File: src/rtl/addsub_pkg.sv
// Shared types and golden model for the addsub32 response checker.
// Holds the state encoding, the {ans, cout, v} result bundle and the reference add/subtract.
package addsub_pkg;

  localparam int ADDSUB_WIDTH = 32;

  typedef enum logic [1:0] {
    IDLE,
    WAIT,
    CHECK
  } state_t;

  typedef struct packed {
    logic [ADDSUB_WIDTH-1:0] ans;
    logic                    cout;
    logic                    v;
  } result_t;

  // Subtraction is A + ~B + 1, so carry-out means "no borrow".
  function automatic result_t addsub_ref(input logic [ADDSUB_WIDTH-1:0] a,
                                         input logic [ADDSUB_WIDTH-1:0] b,
                                         input logic                    sub);
    logic [ADDSUB_WIDTH-1:0] bx;
    logic [ADDSUB_WIDTH:0]   sum;
    result_t                 r;
    bx     = sub ? ~b : b;
    sum    = {1'b0, a} + {1'b0, bx} + {{ADDSUB_WIDTH{1'b0}}, sub};
    r.ans  = sum[ADDSUB_WIDTH-1:0];
    r.cout = sum[ADDSUB_WIDTH];
    r.v    = (a[ADDSUB_WIDTH-1] == bx[ADDSUB_WIDTH-1]) &&
             (r.ans[ADDSUB_WIDTH-1] != a[ADDSUB_WIDTH-1]);
    return r;
  endfunction

endpackage

File: src/rtl/addsub_stats.sv
// Pass/error statistics for the addsub checker: saturating counters, worst-case settle
// tracking and a sticky capture of the operands of the first failing check.
module addsub_stats
  import addsub_pkg::*;
#(
  parameter int WIDTH = ADDSUB_WIDTH,
  parameter int CNT_W = 16
) (
  input  logic             clk,
  input  logic             rst,
  input  logic             clr,
  input  logic             update,
  input  logic             fail,
  input  logic [CNT_W-1:0] settle,
  input  logic [WIDTH-1:0] a,
  input  logic [WIDTH-1:0] b,
  input  logic             sub,
  output logic [CNT_W-1:0] test_count,
  output logic [CNT_W-1:0] err_count,
  output logic [CNT_W-1:0] max_settle,
  output logic             ferr_valid,
  output logic [WIDTH-1:0] ferr_a,
  output logic [WIDTH-1:0] ferr_b,
  output logic             ferr_sub
);

  localparam logic [CNT_W-1:0] CNT_MAX = '1;

  function automatic logic [CNT_W-1:0] sat_inc(input logic [CNT_W-1:0] c);
    return (c == CNT_MAX) ? c : c + 1'b1;
  endfunction

  // A clear coinciding with an update wins, so that check is simply not counted.
  always_ff @(posedge clk or posedge rst) begin
    if (rst) begin
      test_count <= '0;
      err_count  <= '0;
      max_settle <= '0;
      ferr_valid <= 1'b0;
      ferr_a     <= '0;
      ferr_b     <= '0;
      ferr_sub   <= 1'b0;
    end else if (clr) begin
      test_count <= '0;
      err_count  <= '0;
      max_settle <= '0;
      ferr_valid <= 1'b0;
      ferr_a     <= '0;
      ferr_b     <= '0;
      ferr_sub   <= 1'b0;
    end else if (update) begin
      test_count <= sat_inc(test_count);
      if (settle > max_settle) begin
        max_settle <= settle;
      end
      if (fail) begin
        err_count <= sat_inc(err_count);
        if (!ferr_valid) begin
          ferr_valid <= 1'b1;
          ferr_a     <= a;
          ferr_b     <= b;
          ferr_sub   <= sub;
        end
      end
    end
  end

endmodule

File: config.mk
export PLATFORM = sky130hd
export DESIGN_NAME = addsub_stats
export DESIGN_NICKNAME = d
export VERILOG_FILES = /design/src/rtl/addsub_pkg.sv /design/src/rtl/addsub_stats.sv
export SDC_FILE = /design/constraint.sdc
export NUM_CORES = 1
export LEC_CHECK = 0
export CAP_MARGIN = 40
export CORE_UTILIZATION = 49
export CTS_BUF_LIST = sky130_fd_sc_hd__clkbuf_4
export DETAILED_ROUTE_END_ITERATION = 12
export GPL_ROUTABILITY_DRIVEN = 0
export MAX_ROUTING_LAYER = met4
export PLACE_DENSITY = 0.91
export SYNTH_ARGS = -nofsm -noshare
export SYNTH_HDL_FRONTEND = slang
export SYNTH_SLANG_ARGS = --single-unit
File: constraint.sdc
create_clock -name clk -period 10.35 [get_ports clk]
set_clock_uncertainty 0.15 [all_clocks]
set_input_delay 3.105 -clock clk [delete_from_list [all_inputs] [get_ports clk]]
set_output_delay 3.105 -clock clk [all_outputs]
set_load 0.1 [all_outputs]
==> flow_metrics.env, run 1 <==
export IMPL_rows=36
export IMPL_cts_buffers=17
export IMPL_antenna_found_initial=5
export IMPL_synthArstFlopShare_pct=100
export IMPL_stop_stage="5_1_grt"
export IMPL_cts_sinks=114
export IMPL_ys_seq_elements=114
export IMPL_synth_cells=434
export IMPL_ys_warn_count=0
export IMPL_synth_area_sq_um=5090
export IMPL_synth_cell_types=48
export IMPL_syn_area_per_cell_sq_um=11.7
export IMPL_grt_usage_pct=67.9
export IMPL_dpl_cell_count=860
export IMPL_dp_final_hpwl_mm=16.1
export IMPL_die_h_um=104
export IMPL_stop_error="[ERROR GRT-0232] Routing congestion too high. Check the congestion heatmap in the GUI."
export IMPL_pin_count=200
export IMPL_synth_edf_count=0
export IMPL_synthFlopType="dfrtp_1"
export IMPL_outcome="stopped before the end"
export IMPL_die_w_um=104
export IMPL_ys_seq_area_share_pct=56.0
export IMPL_grt_start_max_net_pins=68
export IMPL_port_buffers=199
export IMPL_syn_nets=538
export IMPL_cts_max_level=4
export IMPL_grt_overflow_total=13
export IMPL_cts_hold_buf=0
export IMPL_post_cts_buffers=0
export IMPL_start_util_pct=51.4
export IMPL_cts_path_max_buffers=2
export IMPL_cts_root_buf="clkbuf_4"
export IMPL_ctsResizeCount=0
[cell usage after synthesis, types with 4 or more instances]
master	count	area, sq um
dfrtp_1	114	2850
a22o_1	80	701
nor2_1	27	101
inv_1	21	78.8
nand2_1	21	78.8
ha_1	18	225
a21oi_1	16	80.1
clkbuf_1	15	56.3
nand4_1	10	62.6
nand3_1	9	45.0
nor3_1	9	45.0
xor2_1	9	78.8
xnor2_1	8	70.1
or3_1	7	43.8
buf_2	6	30.0
o21ai_0	6	30.0
and4_1	5	43.8
nor4_1	5	31.3
o21a_1	4	30.0
[stage by stage]
stage / worst slack (ns) / cell area, sq um / hold slack [ns] / util [%]
after global placement: 4.80 / 7170 / 0.336 / 72.4
after detailed placement: 4.55 / 9240 / 0.342 / 93.2
after floorplan: 4.08 / 5090 / 0.858 / -
after CTS: 4.86 / 9550 / 0.382 / 96.4
[logic make-up after synthesis]
kind of cell	count (synthesis)	share of synthesized area [%]
AO/OA/AOI/OAI	130	21.0
flip-flops	114	56.0
AND/OR/NAND/NOR	107	11.2
buffers and inverters	45	3.91
adder cells (fa/ha/maj)	18	4.42
XOR/XNOR	17	2.92
multiplexers	3	0.590
[per-layer routing]
metal	GRT overflow	GRT usage (%)
met3	0	38.2
met1	0	64.7
met2	6	90.7
met5	-	-
met4	7	74.9
==> run 2, diff against run 1 <==
Settings changed: CORE_UTILIZATION 49 to 40, CTS_BUF_LIST sky130_fd_sc_hd__clkbuf_4 to not set, MAX_ROUTING_LAYER met4 to not set, PLACE_DENSITY 0.91 to not set, PLACE_DENSITY_LB_ADDON set to 0.15.
==> flow_metrics.env, run 2 <==
export IMPL_outcome="finished, final reports clean"
export IMPL_met1_usage_pct=31.1
export IMPL_p_seq_share_pct=34.0
export IMPL_worst_slew_pin_transition_ns=0.748
export IMPL_drtIter0Drc=301
export IMPL_grt_start_max_net_pins=66
export IMPL_hold_class="register to register"
export IMPL_arrival_ns=5.56
export IMPL_synth_top_area_cell="dfrtp_1"
export IMPL_tns_ns=0
export IMPL_ys_seq_area_share_pct=56.0
export IMPL_p_sw_share_pct=31.8
export IMPL_ys_seq_elements=114
export IMPL_drive_above_1_share_pct=21.9
export IMPL_drcViolationCount=0
export IMPL_cts_buffers=17
export IMPL_maxSlewViolCount=0
export IMPL_period_needed_ns=5.37
export IMPL_critPathKind="primary input to register"
export IMPL_ctsResizeCount=0
export IMPL_antenna_found_initial=0
export IMPL_area_growth_pct=94.3
export IMPL_synth_cells=434
export IMPL_cp_top_family="compound AO/OA/AOI/OAI gates"
export IMPL_syn_area_per_cell_sq_um=11.7
export IMPL_grt_usage_pct=27.5
export IMPL_crit_slowest_cell="a311oi_4"
export IMPL_design_die_area_sq_um=13200
export IMPL_drv_cap=0
export IMPL_ys_warn_count=0
export IMPL_antennaDiodeCount=0
export IMPL_dp_final_hpwl_mm=12.1
export IMPL_power_leakage_nw=4.26
export IMPL_cp_common_cell="nor3_1"
export IMPL_dr_pass1_iters=4
export IMPL_grt_pass1_vias=5315
export IMPL_grt_setup_unrepaired="false"
export IMPL_ir_worst_vdd_uv=110
export IMPL_pwr_share_comb_pct=26.0
export IMPL_fmax_mhz=186
export IMPL_worstPathRequired_ns=10.54
export IMPL_crit_buf_inv=1
export IMPL_syn_nets=538
export IMPL_die_h_um=115
export IMPL_die_w_um=115
export IMPL_period_share_pct=51.9
export IMPL_synthFlopType="dfrtp_1"
export IMPL_coreArea_sq_um=12200
export IMPL_synth_area_sq_um=5090
export IMPL_busiest_layer="met2"
export IMPL_port_buffers=199
export IMPL_synth_common_cells="dfrtp_1 (114), a22o_1 (80), nor2_1 (27), inv_1 (21), nand2_1 (21)"
export IMPL_cts_max_level=4
export IMPL_intPower_w=0.000962
export IMPL_clock_latency_ns=0.41
export IMPL_totalWireLength_mm=17.1
export IMPL_cts_root_buf="clkbuf_16"
export IMPL_critPathLaunchType="primary input"
export IMPL_maxSlewHeadroom_pct=50.2
export IMPL_vias_per_cell=5.27
export IMPL_wl_per_cell_um=18.4
export IMPL_ant_nets=0
export IMPL_tritoncts="done"
export IMPL_top_regs="ferr_a (32), ferr_b (32)"
export IMPL_cts_path_max_buffers=2
export IMPL_fin_nets=851
export IMPL_rows=40
export IMPL_synthArstFlopShare_pct=100
export IMPL_pin_count=200
export IMPL_setup_viol=0
export IMPL_cts_sinks=114
export IMPL_final_cell_mix="clkdlybuf4s50_1 (199), dfrtp_1 (114), buf_8 (84)"
export IMPL_cp_cell_sequence="clkdlybuf4s50_1, ha_1, nand4_2, nor3_1, nor3_1, a311oi_4, a22o_1"
export IMPL_cts_hold_buf=0
export IMPL_yosysMostFrequentCell="dfrtp_1"
export IMPL_power_frac_clock_pct=40.0
export IMPL_powerDensity_nw_per_um2=143
export IMPL_p_switching_w=0.000449
export IMPL_final_common_cell="clkdlybuf4s50_1"
export IMPL_grt_met3_usage_pct=7.12
export IMPL_dpl_worst_slack_ns=4.65
export IMPL_met2_usage_pct=48.6
export IMPL_start_util_pct=41.7
export IMPL_critPathCaptureType="register"
export IMPL_synth_cell_types=48
export IMPL_synthDominantCellAreaShare_pct=56.0
export IMPL_grt_overflow_total=0
export IMPL_clk_pin_slew_ns=0.05
export IMPL_cp_max_fo=15
export IMPL_vias=4881
export IMPL_hold_viol=0
export IMPL_synth_edf_count=0
export IMPL_setup_ws_ns=4.98
export IMPL_slowest_delay_ns=0.73
export IMPL_ys_top_cells_by_area="dfrtp_1 (56%), a22o_1 (14%), ha_1 (4.4%)"
export IMPL_post_cts_buffers=0
export IMPL_grt_pass1_wl_mm=27.2
[run 2: cell counts after synthesis]
Identical to the previous run, type by type.
[run 2: metrics by stage]
step           util, %  hold slack (ns)  cells  cell area (sq um)  power [W]
2_1_floorplan        -            0.858    434               5090   0.000682
3_3_place_gp      59.1            0.337    781               7220   0.000769
3_5_place_dp      76.4            0.340    896               9330   0.000853
4_1_cts           81.0            0.357    927               9890    0.00142
5_1_grt           81.0            0.364    927               9890    0.00146
6_report          81.0            0.351    927               9890    0.00141
[run 2: power groups by stage]
stage | registers [W] | clock network, W | logic [W]
6_report | 0.000480 | 0.000565 | 0.000366
5_1_grt | 0.000482 | 0.000595 | 0.000382
2_1_floorplan | 0.000623 | 0 | 0.0000594
3_3_place_gp | 0.000485 | 0 | 0.000284
4_1_cts | 0.000480 | 0.000575 | 0.000369
3_5_place_dp | 0.000487 | 0 | 0.000366
[run 2: cell type report]
class | count | area (sq um)
repair buffers | 318 | 4130
flip-flops and latches | 114 | 2850
fillers | 723 | 2320
multi-input cells | 275 | 2050
clock buffers | 17 | 425
well taps | 168 | 210
clock inverters | 14 | 143
inverters | 21 | 81.3
[run 2: cells by family after synthesis]
family	after synthesis	synth area share (%)
mux	3	0.590
xor+xnor	17	2.92
simple gates	107	11.2
compound gates	130	21.0
fa+ha+maj	18	4.42
buf+inv	45	3.91
flops	114	56.0
[run 2: per-layer routing]
layer	vias to the layer above	part of all wire [%]
li1	2253	-
met1	2417	38
met2	171	53
met3	40	5.8
met4	0	3.3
met5	-	0
[run 2: final timing paths]
check                                             end  cells past startpoint                  startpoint  slack, ns
max                        max_settle[14]$_DFFE_PP0P_                      7                  settle[15]       4.98
min                            ferr_b[26]$_DFFE_PP0P_                      1      ferr_b[26]$_DFFE_PP0P_       0.35
max reg2reg                max_settle[14]$_DFFE_PP0P_                      7  max_settle[14]$_DFFE_PP0P_       7.72
min reg2reg                    ferr_b[26]$_DFFE_PP0P_                      1      ferr_b[26]$_DFFE_PP0P_       0.35
max in group asynchronous      ferr_b[18]$_DFFE_PP0P_                      4                         rst       5.98
min in group asynchronous      ferr_a[26]$_DFFE_PP0P_                      2                         rst       2.96
Power figures use the tool's default switching activity.
